**src/rtl/instr_loader_pkg.sv**
```systemverilog
// Shared types and defaults for the instruction byte loader: FSM state encoding,
// default framing parameters and the byte counter width.
package instr_loader_pkg;

    typedef enum logic [2:0] {
        IDLE,
        LOAD,
        STROBE,
        GAP,
        DONE
    } load_state_e;

    localparam int DEF_WORD_BYTES  = 4;
    localparam int DEF_STROBE_HIGH = 1;
    localparam int DEF_STROBE_GAP  = 1;

    localparam int BYTE_COUNT_W = 16;

    // Width of a counter or index that must hold values 0..v-1, never narrower than one bit.
    function automatic int clog2_min1(input int v);
        return (v > 1) ? $clog2(v) : 1;
    endfunction

endpackage

```
**src/rtl/loader_strobe_timer.sv**
```systemverilog
// Loadable down-counter timing the STROBE and GAP phases; expired_o is high while
// the count sits at zero, so a load value of N-1 gives a phase lasting N cycles.
module loader_strobe_timer #(
    parameter int WIDTH = 1
) (
    input  logic             clk,
    input  logic             rst,
    input  logic             load_i,
    input  logic [WIDTH-1:0] load_val_i,
    output logic             expired_o
);

    logic [WIDTH-1:0] count_q;
    logic [WIDTH-1:0] count_d;

    // NOTE: every combinational output gets a default before any branch, so no path leaves it unassigned and no latch is inferred.
    always_comb begin
        count_d = count_q;
        if (load_i) begin
            count_d = load_val_i;
        end else if (count_q != '0) begin
            count_d = count_q - WIDTH'(1);
        end
    end

    // NOTE: state registers use non-blocking assignments so every flop samples pre-edge values regardless of block ordering.
    always_ff @(posedge clk or posedge rst) begin
        if (rst) begin
            count_q <= '0;
        end else begin
            count_q <= count_d;
        end
    end

    assign expired_o = (count_q == '0);

endmodule

```
**src/rtl/instr_byte_loader.sv**
```systemverilog
// Serialises 32-bit instruction words into framed, strobed bytes for the
// instruction memory's byte-write port.
module instr_byte_loader
    import instr_loader_pkg::*;
#(
    parameter int WORD_BYTES  = DEF_WORD_BYTES,
    parameter int STROBE_HIGH = DEF_STROBE_HIGH,
    parameter int STROBE_GAP  = DEF_STROBE_GAP,
    parameter bit MSB_FIRST   = 1'b0
) (
    input  logic                    clk,
    input  logic                    rst,
    input  logic                    start,
    input  logic                    word_valid,
    input  logic [8*WORD_BYTES-1:0] word_data,
    input  logic                    word_last,
    output logic                    word_ready,
    output logic                    write,
    output logic [7:0]              write_Instruction,
    output logic                    write_Ready,
    output logic                    busy,
    output logic                    done,
    output logic [BYTE_COUNT_W-1:0] byte_count
);

    localparam int WORD_W  = 8 * WORD_BYTES;
    localparam int IDX_W   = clog2_min1(WORD_BYTES);
    localparam int TMR_MAX = (STROBE_HIGH > STROBE_GAP) ? STROBE_HIGH : STROBE_GAP;
    localparam int TMR_W   = clog2_min1(TMR_MAX);

    localparam logic [IDX_W-1:0] IDX_LAST  = IDX_W'(WORD_BYTES - 1);
    localparam logic [TMR_W-1:0] HIGH_LOAD = TMR_W'(STROBE_HIGH - 1);
    localparam logic [TMR_W-1:0] GAP_LOAD  = TMR_W'(STROBE_GAP - 1);

    if (WORD_BYTES < 1 || STROBE_HIGH < 1 || STROBE_GAP < 1) begin : g_param_check
        $error("instr_byte_loader: WORD_BYTES, STROBE_HIGH and STROBE_GAP must all be >= 1");
    end

    load_state_e             state_q, state_d;
    logic [BYTE_COUNT_W-1:0] byte_count_q, byte_count_d;
    logic [7:0]              instr_q, instr_d;
    logic [WORD_W-1:0]       shift_q, shift_d;
    logic [IDX_W-1:0]        idx_q, idx_d;
    logic                    last_q, last_d;

    logic             tmr_load;
    logic [TMR_W-1:0] tmr_val;
    logic             tmr_expired;

    function automatic logic [7:0] head_byte(input logic [WORD_W-1:0] w);
        return MSB_FIRST ? w[WORD_W-1 -: 8] : w[7:0];
    endfunction

    function automatic logic [WORD_W-1:0] drop_byte(input logic [WORD_W-1:0] w);
        return MSB_FIRST ? (w << 8) : (w >> 8);
    endfunction

    loader_strobe_timer #(
        .WIDTH (TMR_W)
    ) u_timer (
        .clk        (clk),
        .rst        (rst),
        .load_i     (tmr_load),
        .load_val_i (tmr_val),
        .expired_o  (tmr_expired)
    );

    always_comb begin
        state_d      = state_q;
        byte_count_d = byte_count_q;
        instr_d      = instr_q;
        shift_d      = shift_q;
        idx_d        = idx_q;
        last_d       = last_q;
        tmr_load     = 1'b0;
        tmr_val      = '0;
        word_ready   = 1'b0;
        write        = 1'b0;
        write_Ready  = 1'b0;
        done         = 1'b0;

        unique case (state_q)
            IDLE: begin
                if (start) begin
                    byte_count_d = '0;
                    state_d      = LOAD;
                end
            end

            LOAD: begin
                word_ready = 1'b1;
                write      = 1'b1;
                if (word_valid) begin
                    instr_d      = head_byte(word_data);
                    shift_d      = drop_byte(word_data);
                    last_d       = word_last;
                    idx_d        = '0;
                    byte_count_d = byte_count_q + BYTE_COUNT_W'(1);
                    tmr_load     = 1'b1;
                    tmr_val      = HIGH_LOAD;
                    state_d      = STROBE;
                end
            end

            STROBE: begin
                write       = 1'b1;
                write_Ready = 1'b1;
                if (tmr_expired) begin
                    tmr_load = 1'b1;
                    tmr_val  = GAP_LOAD;
                    state_d  = GAP;
                end
            end

            GAP: begin
                write = 1'b1;
                if (tmr_expired) begin
                    if (idx_q != IDX_LAST) begin
                        // The byte register only moves on STROBE entry, keeping it stable for the whole strobe/gap pair.
                        instr_d      = head_byte(shift_q);
                        shift_d      = drop_byte(shift_q);
                        idx_d        = idx_q + IDX_W'(1);
                        byte_count_d = byte_count_q + BYTE_COUNT_W'(1);
                        tmr_load     = 1'b1;
                        tmr_val      = HIGH_LOAD;
                        state_d      = STROBE;
                    end else if (last_q) begin
                        state_d = DONE;
                    end else begin
                        state_d = LOAD;
                    end
                end
            end

            DONE: begin
                done    = 1'b1;
                state_d = IDLE;
            end

            default: begin
                state_d = IDLE;
            end
        endcase
    end

    always_ff @(posedge clk or posedge rst) begin
        if (rst) begin
            state_q      <= IDLE;
            byte_count_q <= '0;
            instr_q      <= '0;
            shift_q      <= '0;
            idx_q        <= '0;
            last_q       <= 1'b0;
        end else begin
            state_q      <= state_d;
            byte_count_q <= byte_count_d;
            instr_q      <= instr_d;
            shift_q      <= shift_d;
            idx_q        <= idx_d;
            last_q       <= last_d;
        end
    end

    assign busy              = (state_q != IDLE);
    assign byte_count        = byte_count_q;
    assign write_Instruction = instr_q;

endmodule

```
**config.mk**
```make
export PLATFORM = sky130hd
export DESIGN_NAME = instr_byte_loader
export DESIGN_NICKNAME = d
export VERILOG_FILES = /design/src/rtl/instr_loader_pkg.sv /design/src/rtl/loader_strobe_timer.sv /design/src/rtl/instr_byte_loader.sv
export SDC_FILE = /design/constraint.sdc
export NUM_CORES = 1
export LEC_CHECK = 0
export CELL_PAD_IN_SITES_DETAIL_PLACEMENT = 1
export CELL_PAD_IN_SITES_GLOBAL_PLACEMENT = 1
export CORE_AREA = 2 2 87 89
export CTS_BUF_LIST = sky130_fd_sc_hd__clkbuf_8
export CTS_CLUSTER_SIZE = 12
export DETAILED_ROUTE_END_ITERATION = 10
export DIE_AREA = 0 0 89 91
export MAX_ROUTING_LAYER = met4
export PLACE_DENSITY = 0.83
export SLEW_MARGIN = 15
export SYNTH_ARGS = -nofsm -noshare
export SYNTH_HDL_FRONTEND = slang
export SYNTH_SLANG_ARGS = --single-unit
```
**constraint.sdc**
```tcl
create_clock -name clk -period 2.15 [get_ports clk]
set_input_delay 0.43 -clock clk [delete_from_list [all_inputs] [get_ports clk]]
set_output_delay 0.43 -clock clk [all_outputs]
set_load 0.005 [all_outputs]
```
==> results.md, run 1 <==
Status:
- The flow ran to the end, and the final reports show no timing, DRC or antenna violations.

Floorplanning:
- For this design the top-level I/O count stands at 66.
- The die covers between 8000 and 9000 um^2.
- The width of the chip is 89 um.
- The core region area is approximately 7000 um^2.
- The die extent in y is 91 um.
- The effective utilization at floorplan is 36.8%.
- The floorplan has 31 rows.

Timing:
- At the pin with the least slew margin, the transition time is ~0.33 ns.
- The worst max-slew margin expressed relative to the limit is 77.7%.
- Clock skew on the completed layout was measured at 0.00729 ns.
- The max-slew violation count is 0.
- Setup repair after global routing left no endpoint under its margin.
- The final number of setup-violating endpoints is 0.
- Dividing the final minimum period by the clock period gives approximately 96%.
- In the final timing run, aggregate negative setup slack is 0 ns.
- The maximum achievable frequency is about 480 MHz.
- The tightest hold margin is approximately 0.47 ns.
- The hold violation count in the final report was 0.
- Counting I/O delays and the setup requirement, the final critical path takes ~2.1 ns.

Setup path:
- The worst register-to-register path has a setup slack of roughly 0.10 ns.
- The endpoint of the lowest-slack register-to-register path is byte_count[9]$_DFFE_PP0P_.
- Walking the worst path, the cells encountered are or3_1 -> clkdlybuf4s50_1.
- The cell depth of the worst setup path is 2.
- The largest individual stage delay along the critical path comes from the cell sky130_fd_sc_hd__dfrtp_2.
- The most critical setup path has its startpoint at state_q[2]$_DFFE_PP0P_.
- For this run, the slowest stage of the critical path takes about 0.47 ns.
- The largest driver fanout on the critical path is 9.
- The critical path class is flop to primary output.
- The required time of the critical path is 1.72 ns.
- Counting cells, the worst reg-to-reg path comes to 4.
- The worst flop-to-flop path startpoint is state_q[2]$_DFFE_PP0P_.
- The startpoint class of the critical path is a flop.
- The capturing element type of the critical path is a primary output.
- The number of buffers and inverters on the critical path is 1.
- Broken down by cell family, the worst path's largest delay share belongs to flip-flops.
- For the worst setup path, the data arrival time is about 1.6 ns.

Clock tree:
- The clock passes through at most 2 buffers.
- TritonCTS built the clock tree.
- The depth of the CTS H-tree is 2.
- After clock tree synthesis, the clock-pin slew on the worst setup and hold paths is around 0.1 ns.
- Clock tree synthesis found a total of 54 sinks.
- In this run, CTS created clock tree buffers numbering 5.
- In this run the clock root is driven by a sky130_fd_sc_hd__clkbuf_8.
- The clock network latency to the later pin of the worst-skew pair is roughly 0.31 ns.
- In this run, post-CTS hold repair placed 0 buffers.

Power and ir drop:
- The power density over cell area is between 1000 and 1500 nW/um^2.
- The peak supply drop is 0.000587 V.
- In this run, the combinational gates consume 48.0% of the power.
- Total power for the finished layout comes to approximately 0.0048 W.
- The sequential fraction of design power is roughly 37%.
- The analysis attributes to cell leakage a power of between 1.5 and 2 nW.
- The clock network accounts for 15.0% of the total power.
- The switching portion of total power is a little under two fifths.
- The switching power of the nets is roughly 0.0018 W.
- Internal power comes to 0.00298 W.

Global route:
- Global routing consumed, over all layers together, 17.2% of the routing resources.
- The residual overflow from global routing is 0.
- The largest net degree at the start of global routing is 55.
- The initial antenna violation count is 0.
- The via count of the first global-routing pass was about 2300.
- The first global-routing pass estimated between 10000 and 15000 um of wire.

Finish:
- The number of filler cells placed in the layout is ~840.
- Relative to the synthesized area, the layout overhead comes to 38.4%.
- The multi-input combinational cells in the finished layout cover a total of between 1000 and 1500 um^2.
- The layout net count is 384.
- The sequential cell area is 1360 um^2.
- Of the cells placed in the final design, the portion with a size suffix greater than 1 is between 10% and 20%.
- The number of inserted diodes is 0.

Hold path:
- The path class of the tightest hold or removal check is primary input to asynchronous set/reset pin.

Detailed routing:
- The routed wirelength normalized by instance count is around 15 um.
- In the routed design, unresolved DRC markers number 0.
- The post-detailed-route via-to-cell ratio is 5.11.
- The first TritonRoute pass finished after 4 iterations.
- The detailed router finished its first iteration with about 110 violations.
- The routed layout has 2267 vias.
- The final antenna-violating net count is 0.
- The detailed-route wire length is approximately 6500 um.

Synth:
- The fraction of the mapped netlist area in simple logic gates is between 10% and 20%.
- Yosys mapped a number of flops with a built-in enable equal to 0.
- The share of the synthesized area in the top cell type is about half.
- The largest family of logic cells by synthesized area is simple AND/OR/NAND/NOR gates.
- The average instance in the mapped netlist occupies 9.58 um^2.
- The xor and xnor fraction of the mapped netlist area is 0%.
- In the synthesized netlist, the cells that appear most often are sky130_fd_sc_hd__dfrtp_1, sky130_fd_sc_hd__nand2_1, sky130_fd_sc_hd__o21ai_0.
- The number of warning messages in the yosys log is 0.
- The synthesized design spends more area on one cell type than any other, namely sky130_fd_sc_hd__dfrtp_1.
- The complex-gate fraction of the synthesized area is between 10% and 20%.
- The multiplexer fraction of the synthesized cell area is 10.4%.
- The leading cell type by number of instances after synthesis is sky130_fd_sc_hd__dfrtp_1.
- Counting flops with an async set or reset pin after synthesis yields a share of 100%.
- The most used flip-flop cell after synthesis is sky130_fd_sc_hd__dfrtp_1.
- By area the synthesized netlist is led by sky130_fd_sc_hd__dfrtp_1, sky130_fd_sc_hd__mux2i_1, sky130_fd_sc_hd__o21ai_0.
- The post-synth net total is approximately 310.
- Sequential elements use about 51% of the synthesized area.
- The adder and majority cell fraction of the synthesized area is less than 1%.
- The synthesized design contains 54 register bits.
- The cell area that synthesis handed to floorplanning was 2630 um^2.
- The gate count of the mapped netlist is 274.
- Counting distinct cell types in the post-synthesis netlist gives 34.

Place:
- The post-DP HPWL is about 4700 um.
- Buffers placed on the I/O ports in this run total 65.
- At the end of routability-driven placement, the weighted congestion stood at approximately 0.75.

Flow run:
- The tool flagged a number of max-cap violations equal to 0.
-- worst reg2reg max path: stages (launching register included) --
cell and delay (ns):
sky130_fd_sc_hd__dfrtp_2 0.47, sky130_fd_sc_hd__buf_4 0.16, sky130_fd_sc_hd__or4_1 0.65, sky130_fd_sc_hd__or4_1 0.53, sky130_fd_sc_hd__a21oi_1 0.16
-- registers in the layout, summed over array words and instances, names as in the netlist --
name and count:
write_Instruction 8, last_q 1, idx_q 2, shift_q 24, state_q 3, byte_count 16
-- kinds of logic (layout without fill, tap and decap cells) --
| family | Yosys count | after routing |
|---|---|---|
| DFF | 54 | 54 |
| and+or+nand+nor | 101 | 101 |
| buffers and inverters | 23 | 94 |
| adders and majority gates | 2 | 2 |
| muxes | 27 | 27 |
| AOI/OAI and AO/OA | 67 | 67 |
-- per-layer routing --
layer | vias up | GRT usage [%] | routed length (um)
met5 | - | - | 0
met4 | 0 | 3.61 | 50
met3 | 5 | 3.73 | 322
met2 | 61 | 28.7 | 3300
met1 | 1097 | 21.4 | 2870
li1 | 1104 | - | -
-- worst max path at each step --
| stage | slack (ns) | endpoint |
|---|---|---|
| 2_1_floorplan | 0.32 | byte_count[9]$_DFFE_PP0P_ |
| 3_3_place_gp | 0.07 | byte_count[12]$_DFFE_PP0P_ |
| 3_5_place_dp | 0.004 | byte_count[9]$_DFFE_PP0P_ |
| 4_1_cts | 0.02 | busy |
| 5_1_grt | 0.02 | busy |
| 6_report | 0.09 | busy |
-- layout make-up --
class	count	area share [%]
sequential	54	37.3
multi-input combinational	197	33.0
timing repair buffer	82	22.7
tap	99	3.41
clock buffer	6	2.27
clock inverter	1	0.826
inverter	5	0.517
-- power groups by stage --
stage	combinational, W	clock, W	sequential [W]
2_1_floorplan	0.00134	0	0.00167
3_3_place_gp	0.00214	0	0.00176
3_5_place_dp	0.00224	0	0.00179
4_1_cts	0.00225	0.000721	0.00177
5_1_grt	0.00256	0.000767	0.00182
6_report	0.00228	0.000712	0.00176
-- per-stage QoR --
step | utilization [%] | std cells | setup WS [ns] | cell area [um^2]
2_1_floorplan | - | 274 | 0.323 | 2630
3_3_place_gp | 48.6 | 431 | 0.0739 | 3470
3_5_place_dp | 48.6 | 431 | 0.00392 | 3470
4_1_cts | 50.2 | 438 | 0.0154 | 3580
5_1_grt | 50.9 | 444 | 0.0182 | 3630
6_report | 50.9 | 444 | 0.0858 | 3630
-- placed cells by master (no fill, tap or decap), types with 3 or more instances in the layout --
cell | netlist | routed
sky130_fd_sc_hd__clkdlybuf4s50_1 | 0 | 65
sky130_fd_sc_hd__dfrtp_1 | 54 | 51
sky130_fd_sc_hd__nand2_1 | 51 | 50
sky130_fd_sc_hd__o21ai_0 | 40 | 40
sky130_fd_sc_hd__mux2i_1 | 24 | 24
sky130_fd_sc_hd__buf_4 | 0 | 12
sky130_fd_sc_hd__nand3_1 | 11 | 10
sky130_fd_sc_hd__or4_1 | 8 | 8
sky130_fd_sc_hd__o31ai_1 | 8 | 8
sky130_fd_sc_hd__nor2_1 | 8 | 7
sky130_fd_sc_hd__a21oi_1 | 6 | 6
sky130_fd_sc_hd__clkbuf_8 | 0 | 6
sky130_fd_sc_hd__inv_1 | 5 | 4
sky130_fd_sc_hd__nand2b_1 | 4 | 4
sky130_fd_sc_hd__nor3_1 | 4 | 4
sky130_fd_sc_hd__buf_12 | 0 | 4
sky130_fd_sc_hd__nor2b_1 | 3 | 3
sky130_fd_sc_hd__mux2_2 | 3 | 3
sky130_fd_sc_hd__or3_1 | 4 | 3
sky130_fd_sc_hd__dfrtp_2 | 0 | 3
-- what timing repair did --
| item | 4_1_cts | 5_1_grt |
|---|---|---|
| setup endpoints to repair | 1 | 5 |
| setup buffers | 0 | 6 |
| gates cloned | 0 | 0 |
| gates resized for setup | 1 | 4 |
No activity file was read; power rests on OpenSTA's default activity.
==> run 2, diff against run 1 <==
--- a/config.mk
+++ b/config.mk
@@ -9,12 +9,15 @@
 export CELL_PAD_IN_SITES_GLOBAL_PLACEMENT = 1
 export CORE_AREA = 2 2 87 89
 export CTS_BUF_LIST = sky130_fd_sc_hd__clkbuf_8
+export CTS_CLUSTER_DIAMETER = 40
 export CTS_CLUSTER_SIZE = 12
 export DETAILED_ROUTE_END_ITERATION = 10
 export DIE_AREA = 0 0 89 91
+export GPL_TIMING_DRIVEN = 0
 export MAX_ROUTING_LAYER = met4
 export PLACE_DENSITY = 0.83
 export SLEW_MARGIN = 15
 export SYNTH_ARGS = -nofsm -noshare
 export SYNTH_HDL_FRONTEND = slang
 export SYNTH_SLANG_ARGS = --single-unit
+export TNS_END_PERCENT = 30
==> run 2 against run 1 <==
  * Cell area is 0.86% lower
  * Critical path depth grew 2
  * Final cell count increased by 1.1%
  * Count of clock-buffer cells in the layout is 1 lower
  * Highest routed layer unchanged
==> results.md, run 2 (synthesis results as in run 1) <==
Finish:
- Commonest non-fill, non-tap cells in the layout: sky130_fd_sc_hd__clkdlybuf4s50_1, sky130_fd_sc_hd__dfrtp_1, sky130_fd_sc_hd__nand2_1 (unchanged).
- The number of cells in the finished layout apart from fillers is 449 (was 444).
- The core utilization of the finished layout is 50.5% (was 50.9%).
- The layout net count is 388 (was 384).
- The summed area of non-filler cells in the final layout came to 3600 um^2 (was 3630 um^2).
- The layout cell share with drive strength beyond 1 is 9.43% (was 11.0%).
- The register with the most flip-flops is shift_q (unchanged).
- The number of flip-flops under the largest register name came to 24 (unchanged).
- The layout-stage area growth over the synthesis result is 37.2% (was 38.4%).
- The number of filler cells placed in the layout was 843 (was 838).
- The number of inserted diodes is 0 (unchanged).
- The most common library cell in the layout ignoring fill and taps is sky130_fd_sc_hd__clkdlybuf4s50_1 (unchanged).

Global route:
- The initial antenna violation count is 0 (unchanged).
- The via count of the first global-routing pass is 2536 (was 2284).
- The global-route wire length before repair is 12100 um (was 10800 um).
- The overall fraction of global-route tracks in use is 19.6% (was 17.2%).
- The residual overflow from global routing is 0 (unchanged).
- The met2 global-route usage is 35.0% (was 28.7%).
- The met3 usage is 4.00% (was 3.73%).
- The met1 demand-to-capacity share in global routing is 22.0% (was 21.4%).
- The most crowded layer after global routing is met2 (unchanged).
- The largest net degree at the start of global routing was 29 (was 55).

Place:
- The routability congestion estimate from global placement is 0.790 (was 0.748).
- The post-DP HPWL is 5330 um (was 4660 um).
- The number of input and output port buffers inserted is 65 (unchanged).
- The area of placed instances is 3420 um^2 (was 3470 um^2).
- The placed cell count came to 439 (was 431).
- The post-placement setup slack is -0.357 ns (was 0.00392 ns).

Detailed routing:
- The detailed-route wire length is 7290 um (was 6540 um).
- The total vias in the final route is 2344 (was 2267).
- The routed wirelength normalized by instance count is 16.2 um (was 14.7 um).
- The post-detailed-route DRC marker count came to 0 (unchanged).
- The post-detailed-route via-to-cell ratio is 5.22 (was 5.11).
- The iteration-0 DRC count of the detailed router is 101 (was 111).
- The first-pass iteration count of the detailed router is 4 (unchanged).
- The final antenna-violating net count was 0 (unchanged).

Floorplanning:
- The number of core rows was 31 (unchanged).
- The core region area is 7140 um^2 (unchanged).
- The die extent in y was 91 um (unchanged).
- The effective utilization at floorplan is 36.8% (unchanged).
- The die footprint was 8100 um^2 (unchanged).
- The width of the chip is 89 um (unchanged).
- The total I/O pin count was 66 (unchanged).

Clock tree:
- The buffer type at the clock tree root is sky130_fd_sc_hd__clkbuf_8 (unchanged).
- The depth of the CTS H-tree came to 2 (unchanged).
- The clock input transition at the sequential cells of the worst setup and hold paths is 0.10 ns (about the same).
- The number of sinks on the clock net is 54 (unchanged).
- The number of clock buffers inserted by TritonCTS is 5 (unchanged).
- The clock tree from TritonCTS was built (unchanged).
- The clock network latency to the later pin of the worst-skew pair is 0.31 ns (about the same).
- The buffer depth of the longest clock path is 2 (unchanged).
- The quantity of hold-fixing buffers added after cts is 0 (unchanged).

Timing:
- The worst max-slew margin expressed relative to the limit was 60.3% (was 77.7%).
- The slew at the pin with the worst max-slew slack is 0.595 ns (was 0.333 ns).
- The time the final worst path needs with I/O delays and setup is 2.08 ns (was 2.06 ns).
- The final total negative setup slack is 0 ns (unchanged).
- The final number of setup-violating endpoints is 0 (unchanged).
- The setup slack after layout was 0.0736 ns (was 0.0858 ns).
- The maximum achievable frequency is 482 MHz (was 484 MHz).
- The hold violation count in the final report is 0 (unchanged).
- The largest clock skew in the final design is 0.0111 ns (was 0.00729 ns).
- The max-slew violation count is 0 (unchanged).
- Setup repair after global routing missed its margin: true (was false).
- The final critical-path share of the clock period is 96.6% (was 96.0%).

Setup path:
- The critical path class is flop to primary output (unchanged).
- The endpoint arrival time on the critical path is 1.65 ns (was 1.63 ns).
- The standard cell with the maximum stage delay on the critical path was sky130_fd_sc_hd__clkdlybuf4s50_1 (was sky130_fd_sc_hd__dfrtp_2).
- The logic depth of the worst register-to-register path is 5 (was 4).
- Among the stages of the critical path, the cell type that occurs most often is sky130_fd_sc_hd__buf_8.
- The capturing element type of the critical path is a primary output (unchanged).
- The startpoint class of the critical path is a flop (unchanged).
- The cell family contributing the most delay on the critical path is buffers and inverters (was flip-flops).
- The longest individual stage delay on the worst path is 0.50 ns (was 0.47 ns).
- The largest driver fanout on the critical path is 10 (was 9).
- The required time of the critical path is 1.72 ns (about the same).
- The cell depth of the worst setup path is 4 (was 2).
- Ordered list of cells on the worst path: buf_8 -> buf_8 -> nor2_1 -> clkdlybuf4s50_1 (was or3_1 -> clkdlybuf4s50_1).
- The buffering stage count on the worst path with inverters included is 3 (was 1).

Power and ir drop:
- The share of total power in combinational logic is 48.3% (was 48.0%).
- The relative contribution of the clock network to total power is 14.8% (was 15.0%).
- The switching portion of total power came to 40.1% (was 37.3%).
- The switching power of the nets was 0.00188 W (was 0.00177 W).
- The sequential fraction of design power is 36.9% (was 37.0%).
- The internal power summed over all cells is 0.00280 W (was 0.00298 W).
- The standby leakage power was 1.60 nW (was 1.61 nW).
- The peak supply drop is 0.000499 V (was 0.000587 V).
- The power density over cell area was 1300 nW/um^2 (was 1310 nW/um^2).

Hold path:
- The class of the tightest hold or removal check was flop to flop (was primary input to asynchronous set/reset pin).
- Counting instances, the worst hold path has a depth of 2.

Status:
- Outcome: complete, no violations (unchanged).

Flow run:
- The reported max-cap violation count is 0 (unchanged).
run 2: changes by cell type in the layout (fill, tap and decap cells not counted), moves of 2 or more:
cell                              delta
sky130_fd_sc_hd__dfrtp_1             +2
sky130_fd_sc_hd__buf_8               +2
sky130_fd_sc_hd__dlygate4sd2_1       +3
sky130_fd_sc_hd__dfrtp_2             -2
sky130_fd_sc_hd__clkdlybuf4s50_1     -4
sky130_fd_sc_hd__buf_4               -7
sky130_fd_sc_hd__nor3_1              -2
sky130_fd_sc_hd__clkinv_2            +2
sky130_fd_sc_hd__nor3_2              +2
sky130_fd_sc_hd__clkbuf_1            +8
sky130_fd_sc_hd__buf_12              -3
sky130_fd_sc_hd__buf_2               +5
run 2: layer usage:
metal  routed length, um  part of all wire [%]
met3                 279                   3.8
met4                  68                  0.93
met2                3950                    54
met5                   0                     0
met1                2990                    41
run 2: cell type report:
type | count | area, um^2 | area share [%]
buffer | 17 | 100 | 2.78
clock buffer | 5 | 68.8 | 1.91
clock inverter | 3 | 40.0 | 1.11
inverter | 5 | 18.8 | 0.521
multi-input combinational | 197 | 1210 | 33.5
sequential | 54 | 1350 | 37.5
tap | 99 | 124 | 3.44
timing repair buffer | 69 | 692 | 19.2
run 2: power by group through the flow:
stage / Sequential [W] / Combinational (W) / Clock [W]
6_report: 0.00173 / 0.00226 / 0.000693
5_1_grt: 0.00178 / 0.00255 / 0.000752
4_1_cts: 0.00173 / 0.00229 / 0.000703
3_5_place_dp: 0.00174 / 0.00222 / 0
3_3_place_gp: 0.00171 / 0.00212 / 0
2_1_floorplan: 0.00167 / 0.00134 / 0
run 2: worst paths after layout:
path	slack [ns]	start	to
max in group asynchronous	1.07	rst	state_q[0]$_DFFE_PP0P_
min reg2reg	0.49	shift_q[11]$_DFFE_PP0P_	shift_q[11]$_DFFE_PP0P_
max	0.07	state_q[2]$_DFFE_PP0P_	write
min	0.49	shift_q[11]$_DFFE_PP0P_	shift_q[11]$_DFFE_PP0P_
max reg2reg	0.14	byte_count[0]$_DFFE_PP0P_	byte_count[8]$_DFFE_PP0P_
min in group asynchronous	0.50	rst	shift_q[17]$_DFFE_PP0P_
run 2: tightest hold or removal path, cell delays in order (launching register included):
cell	delay [ns]
sky130_fd_sc_hd__dfrtp_1	0.35
sky130_fd_sc_hd__nand2_1	0.05
sky130_fd_sc_hd__o21ai_0	0.06
run 2: per-stage QoR:
| step | hold WS, ns | power [W] |
|---|---|---|
| 2_1_floorplan | 0.449 | 0.00301 |
| 6_report | 0.486 | 0.00468 |
| 3_3_place_gp | 0.461 | 0.00383 |
| 4_1_cts | 0.492 | 0.00472 |
| 5_1_grt | 0.508 | 0.00508 |
| 3_5_place_dp | 0.469 | 0.00396 |
run 2: repair_timing:
| item | CTS | global route |
|---|---|---|
| endpoints found under the setup margin | 11 | 4 |
| buffers inserted | 2 | 1 |
| hold endpoints to repair | 0 | 0 |
| resized for setup | 17 | 8 |
| pin swaps | 0 | 1 |
==> run 3, diff against run 2 <==
--- a/config.mk
+++ b/config.mk
@@ -7,12 +7,12 @@
 export LEC_CHECK = 0
 export CELL_PAD_IN_SITES_DETAIL_PLACEMENT = 1
 export CELL_PAD_IN_SITES_GLOBAL_PLACEMENT = 1
-export CORE_AREA = 2 2 87 89
+export CORE_AREA = 10 10 95 97
 export CTS_BUF_LIST = sky130_fd_sc_hd__clkbuf_8
 export CTS_CLUSTER_DIAMETER = 40
 export CTS_CLUSTER_SIZE = 12
 export DETAILED_ROUTE_END_ITERATION = 10
-export DIE_AREA = 0 0 89 91
+export DIE_AREA = 0 0 105 107
 export GPL_TIMING_DRIVEN = 0
 export MAX_ROUTING_LAYER = met4
 export PLACE_DENSITY = 0.83
==> run 3 against run 2 <==
  * Power fell by 0.98%
  * Hold slack got worse by 0.060 ns
  * Clock power fell by 10%
  * Setup slack got worse by 0.010 ns
  * Final cell count fell by 0.22%
  * Global-route usage fell by 4.9 points
  * Fmax fell by 0.49%
  * Clock skew fell by 0.0044 ns
==> results.md, run 3 (synthesis results as in run 1) <==
Status:
- Outcome: complete, no violations (unchanged).

Finish:
- The layout-stage area growth over the synthesis result came to 36.4% (was 37.2%).
- The sequential cell area is 1350 um^2 (unchanged).
- The most common library cell in the layout ignoring fill and taps is sky130_fd_sc_hd__clkdlybuf4s50_1 (unchanged).
- The total area of multi-input combinational cells is 1220 um^2 (was 1210 um^2).
- The number of filler cells placed in the layout is 843 (unchanged).
- The layout cell share with drive strength beyond 1 was 9.74% (was 9.43%).
- The core utilization of the finished layout is 50.2% (was 50.5%).
- Commonest non-fill, non-tap cells in the layout: sky130_fd_sc_hd__clkdlybuf4s50_1, sky130_fd_sc_hd__dfrtp_1, sky130_fd_sc_hd__nand2_1 (unchanged).
- The number of cells in the finished layout apart from fillers came to 448 (was 449).
- The number of inserted diodes is 0 (unchanged).
- The register with the most flip-flops is shift_q (unchanged).
- The layout net count came to 387 (was 388).
- The number of flip-flops under the largest register name was 24 (unchanged).

Setup path:
- The startpoint class of the critical path is a flop (unchanged).
- The largest driver fanout on the critical path is 10 (unchanged).
- The endpoint of the lowest-slack register-to-register path is byte_count[13]$_DFFE_PP0P_ (was byte_count[8]$_DFFE_PP0P_).
- The longest individual stage delay on the worst path is 0.51 ns (was 0.50 ns).
- The standard cell with the maximum stage delay on the critical path is sky130_fd_sc_hd__clkdlybuf4s50_1 (unchanged).
- The worst setup path endpoint is write (unchanged).
- The worst flop-to-flop path startpoint is byte_count[2]$_DFFE_PP0P_ (was byte_count[0]$_DFFE_PP0P_).
- The required time of the critical path is 1.72 ns (about the same).
- The startpoint of the worst setup timing path is state_q[2]$_DFFE_PP0P_ (unchanged).
- The logic depth of the worst register-to-register path is 5 (unchanged).
- The critical path class is flop to primary output (unchanged).
- The capturing element type of the critical path was a primary output (unchanged).
- The endpoint arrival time on the critical path is 1.66 ns (was 1.65 ns).
- The slack of the worst reg-to-reg path was 0.13 ns (was 0.14 ns).
- Ordered list of cells on the worst path: buf_6 -> clkbuf_8 -> nor2_1 -> clkdlybuf4s50_1 (was buf_8 -> buf_8 -> nor2_1 -> clkdlybuf4s50_1).

Timing:
- The largest clock skew in the final design is 0.00669 ns (was 0.0111 ns).
- The maximum achievable frequency is 479 MHz (was 482 MHz).
- The slew at the pin with the worst max-slew slack is 0.613 ns (was 0.595 ns).
- The hold violation count in the final report is 0 (unchanged).
- The worst max-slew margin expressed relative to the limit is 59.2% (was 60.3%).
- Setup repair after global routing missed its margin: false (was true).
- The final number of setup-violating endpoints is 0 (unchanged).
- The max-slew violation count is 0 (unchanged).
- The time the final worst path needs with I/O delays and setup came to 2.09 ns (was 2.08 ns).
- The final total negative setup slack is 0 ns (unchanged).
- The setup slack after layout was 0.0635 ns (was 0.0736 ns).
- The final critical-path share of the clock period was 97.0% (was 96.6%).

Clock tree:
- The clock tree from TritonCTS is built (unchanged).
- The quantity of hold-fixing buffers added after cts is 0 (unchanged).
- The buffer type at the clock tree root was sky130_fd_sc_hd__clkbuf_8 (unchanged).
- The clock network latency to the later pin of the worst-skew pair is 0.32 ns (was 0.31 ns).
- The number of clock buffers inserted by TritonCTS is 5 (unchanged).
- The clock input transition at the sequential cells of the worst setup and hold paths is 0.11 ns (was 0.10 ns).
- The depth of the CTS H-tree is 2 (unchanged).
- The number of sinks on the clock net was 54 (unchanged).
- The buffer depth of the longest clock path is 2 (unchanged).

Floorplanning:
- The number of core rows is 31 (unchanged).
- The effective utilization at floorplan is 36.8% (unchanged).
- The die extent in y is 107 um (was 91 um).
- The width of the chip is 105 um (was 89 um).
- The total I/O pin count is 66 (unchanged).
- The die footprint is 11200 um^2 (was 8100 um^2).
- The core region area is 7140 um^2 (unchanged).

Global route:
- The overall fraction of global-route tracks in use came to 14.7% (was 19.6%).
- The largest net degree at the start of global routing is 36 (was 29).
- The via count of the first global-routing pass was 2603 (was 2536).
- The residual overflow from global routing was 0 (unchanged).
- The global-route wire length before repair is 13200 um (was 12100 um).
- The initial antenna violation count is 0 (unchanged).

Detailed routing:
- The post-detailed-route via-to-cell ratio is 5.23 (was 5.22).
- The first-pass iteration count of the detailed router is 6 (was 4).
- The iteration-0 DRC count of the detailed router came to 98 (was 101).
- The post-detailed-route DRC marker count is 0 (unchanged).
- The final antenna-violating net count is 0 (unchanged).
- The routed wirelength normalized by instance count is 17.9 um (was 16.2 um).
- The detailed-route wire length is 8000 um (was 7290 um).
- The total vias in the final route came to 2345 (was 2344).

Hold path:
- The class of the tightest hold or removal check is primary input to asynchronous set/reset pin (was flop to flop).

Place:
- The number of input and output port buffers inserted is 65 (unchanged).
- The post-placement setup slack is -0.352 ns (was -0.357 ns).
- The post-DP HPWL is 6020 um (was 5330 um).
- The placed cell count is 439 (unchanged).
- The routability congestion estimate from global placement was 0.803 (was 0.790).

Flow run:
- The reported max-cap violation count came to 0 (unchanged).

Power and ir drop:
- The peak supply drop is 0.000480 V (was 0.000499 V).
- The power density over cell area is 1290 nW/um^2 (was 1300 nW/um^2).
- The standby leakage power came to 1.59 nW (was 1.60 nW).
==> run 3: cell types whose count changed in the layout (fill, tap and decap cells not counted), moves of 2 or more <==
cell,previous run,this run
sky130_fd_sc_hd__nand3_1,11,9
sky130_fd_sc_hd__buf_8,2,0
sky130_fd_sc_hd__nand3_2,1,3
sky130_fd_sc_hd__buf_4,5,3
sky130_fd_sc_hd__clkinv_2,2,0
==> run 3: layer usage <==
| metal | wire length, um | part of all wire (%) | up-vias | GRT usage [%] |
|---|---|---|---|---|
| li1 | - | - | 1116 | - |
| met1 | 3400 | 42 | 1163 | 15.9 |
| met2 | 4190 | 52 | 58 | 26.1 |
| met3 | 322 | 4.0 | 8 | 3.65 |
| met4 | 87 | 1.1 | 0 | 4.41 |
| met5 | 0 | 0 | - | - |
==> run 3: worst min-delay path by stage <==
| stage | from | to | slack [ns] | cells after the start |
|---|---|---|---|---|
| after floorplan | shift_q[0]$_DFFE_PP0P_ | shift_q[0]$_DFFE_PP0P_ | 0.45 | 2 |
| after global placement | shift_q[9]$_DFFE_PP0P_ | shift_q[9]$_DFFE_PP0P_ | 0.46 | 2 |
| after detailed placement | shift_q[1]$_DFFE_PP0P_ | shift_q[1]$_DFFE_PP0P_ | 0.47 | 2 |
| after CTS | rst | shift_q[23]$_DFFE_PP0P_ | 0.44 | 2 |
| after global routing | rst | shift_q[20]$_DFFE_PP0P_ | 0.46 | 2 |
| final | rst | shift_q[20]$_DFFE_PP0P_ | 0.43 | 2 |
==> run 3: power breakdown <==
group	leakage [nW]	switching, W	internal (W)
registers	0.687	0.000292	0.00143
logic	0.857	0.00128	0.00101
clock network	0.0447	0.000386	0.000237
total	1.59	0.00195	0.00268
==> run 3: cell type report <==
cell class | count | share of cell area [%]
plain buffers | 17 | 2.58
clock buffers | 5 | 1.92
clock inverters | 3 | 0.699
inverters | 5 | 0.524
multi-input cells | 197 | 34.0
flip-flops and latches | 54 | 37.8
well taps | 99 | 3.46
repair buffers | 68 | 19.1
==> run 3: timing repair <==
item                                    4_1_cts  5_1_grt
pin swaps                                     0        0
endpoints found under the setup margin        9        5
buffers inserted                              2        0
gates resized for setup                      16        8
==> run 3: per-stage QoR <==
step	hold slack, ns	total power [W]	instance area (um^2)
floorplan	0.449	0.00301	2630
global placement	0.461	0.00385	3400
detailed placement	0.469	0.00401	3420
CTS	0.443	0.00468	3560
global route	0.456	0.00503	3580
finish	0.426	0.00463	3580
==> run 3: critical path, delay by kind of cell (launching register included) <==
| kind | cells | cell delay [ns] |
|---|---|---|
| simple gates | 1 | 0.11 |
| flops | 1 | 0.40 |
| buf+inv | 3 | 0.82 |
==> RTL edit: new RTL, config.mk and constraints of run 1 <==
The package constant `DEF_WORD_BYTES` goes from 4 to 6.
--- a/src/rtl/instr_loader_pkg.sv
+++ b/src/rtl/instr_loader_pkg.sv
@@ -10,7 +10,7 @@
         DONE
     } load_state_e;
 
-    localparam int DEF_WORD_BYTES  = 4;
+    localparam int DEF_WORD_BYTES  = 6;
     localparam int DEF_STROBE_HIGH = 1;
     localparam int DEF_STROBE_GAP  = 1;
 
Ports: changed (resized word_data); port bits go from 66 to 82. No check against the original RTL was run, so the function may have changed too.
==> RTL edit against run 1 <==
  * Wire length rose by 46%
  * Power rose by 40%
  * Design area rose by 29%
  * Die area did not move
  * Count of clock-buffer cells in the layout rose by 3
  * Sequential cell count rose by 17
  * Worst setup slack got worse by 64 ps
  * Area after synthesis rose by 29%
  * Largest cell class unchanged
  * Largest power group unchanged
==> RTL edit: results (changes against run 1) <==
[detailed_routing]
dr_wl_met3_um=358  ; +11%
drt_iter0_markers=115  ; +3.6%
drt-vias-per-instance=5.47  ; +7.1%
wl_met2_um=5090  ; +54%
wirelength_um=9520  ; +46%
wl_met1_um=3940  ; +37%

[status]
status=finished clean

[logic_synthesis]
yosys.area_share.adder_pct=1.11  ; +0.16 points
synth_area_leaders=dfrtp_1 (53%), mux2i_1 (12%), o21ai_0 (7.5%), nand2_1 (6.0%), a22o_1 (2.1%)
yosys-top-cells-count=dfrtp_1 (71), nand2_1 (54), o21ai_0 (51)
synth_area_per_cell_um2=10.1  ; +5.0%
synth_compound_area_share_pct=14.5  ; -0.51 points
seq_area_frac_synth_pct=52.6  ; +1.1 points
yosysTopAreaCellShare_pct=52.6  ; +1.1 points
muxShareOfSynthArea_pct=12.8  ; +2.3 points
synth_nets=392  ; +25%
synth_cell_types=38  ; +12%

[pwr]
p_int_mw=4.18  ; +40%
switchingPower_mw=2.45  ; +38%
ir_drop_uv=1040  ; +78%
p_leak_nw=2.10  ; +31%
clockPowerShare_pct=21.3  ; +6.3 points
pg_comb_mw=2.85  ; +25%

[sta]
slew-limit-headroom_pct=50.7  ; -27 points
fin_skew_ps=11.3  ; +4.04 ps

[global_route]
grt_use_met2_pct=43.1  ; +14 points
grt_pass1_vias=3034  ; +33%
grt_use_total_pct=25.1  ; +7.9 points
met3_usage_pct=4.55  ; +0.82 points

[clocking]
htreeDepth=3  ; +1
clock_latency_ps=340  ; +30 ps
cts_buffers=9  ; +4
clk_pin_slew_ps=80  ; -20 ps
postCtsSetupRepairBufs=4  ; +4

[placed_design]
gp_congestion=0.809  ; +8.2%
placed_area_um2=4370  ; +26%
place_inst=505  ; +17%
placement.io_buffers=81  ; +25%

[setup_path]
cp_max_fo=6  ; -3

[cells_and_area]
final_net_count=478  ; +24%

RTL edit: cell count changes after synthesis, moves of 3 or more:
cell / before / now
mux2i_1: 24 / 42
dfrtp_1: 54 / 71
o21ai_0: 40 / 51
a22o_1: 1 / 8
nand3_1: 11 / 5
nand4_1: 0 / 6
a21oi_1: 6 / 10
buf_1: 0 / 4
nand2_1: 51 / 54
RTL edit: cells by family after synthesis:
kind of cell / Yosys count
AO/OA/AOI/OAI: 84
adder cells (fa/ha/maj): 3
buffers and inverters: 31
flip-flops: 71
multiplexers: 43
AND/OR/NAND/NOR: 104
RTL edit: cell type report:
| class | count | area, um2 |
|---|---|---|
| Fill cell | 780 | 2440 |
| Sequential cell | 71 | 1780 |
| Multi-Input combinational cell | 234 | 1490 |
| Timing Repair Buffer | 100 | 1010 |
| Clock inverter | 7 | 136 |
| Clock buffer | 9 | 124 |
| Tap cell | 99 | 124 |
| Inverter | 6 | 26.3 |
RTL edit: critical path, cell delays in order, from the launching register on:
cell and delay, ps:
dfrtp_2 450, buf_6 150, nor2_2 130, and2_1 140, clkdlybuf4s50_1 490
RTL edit: worst paths after layout:
| kind | from | slack [ps] | to | depth (start not counted) |
|---|---|---|---|---|
| setup / recovery | state_q[0]$_DFFE_PP0P_ | 20 | done | 4 |
| hold / removal | rst | 460 | last_q$_DFFE_PP0P_ | 2 |
| setup reg to reg | state_q[2]$_DFFE_PP0P_ | 100 | byte_count[6]$_DFFE_PP0P_ | 6 |
| hold reg to reg | write_Instruction[2]$_DFFE_PP0P_ | 490 | write_Instruction[2]$_DFFE_PP0P_ | 2 |
| max in group asynchronous | rst | 1190 | byte_count[0]$_DFFE_PP0P_ | 3 |
| min in group clk | write_Instruction[2]$_DFFE_PP0P_ | 490 | write_Instruction[2]$_DFFE_PP0P_ | 2 |
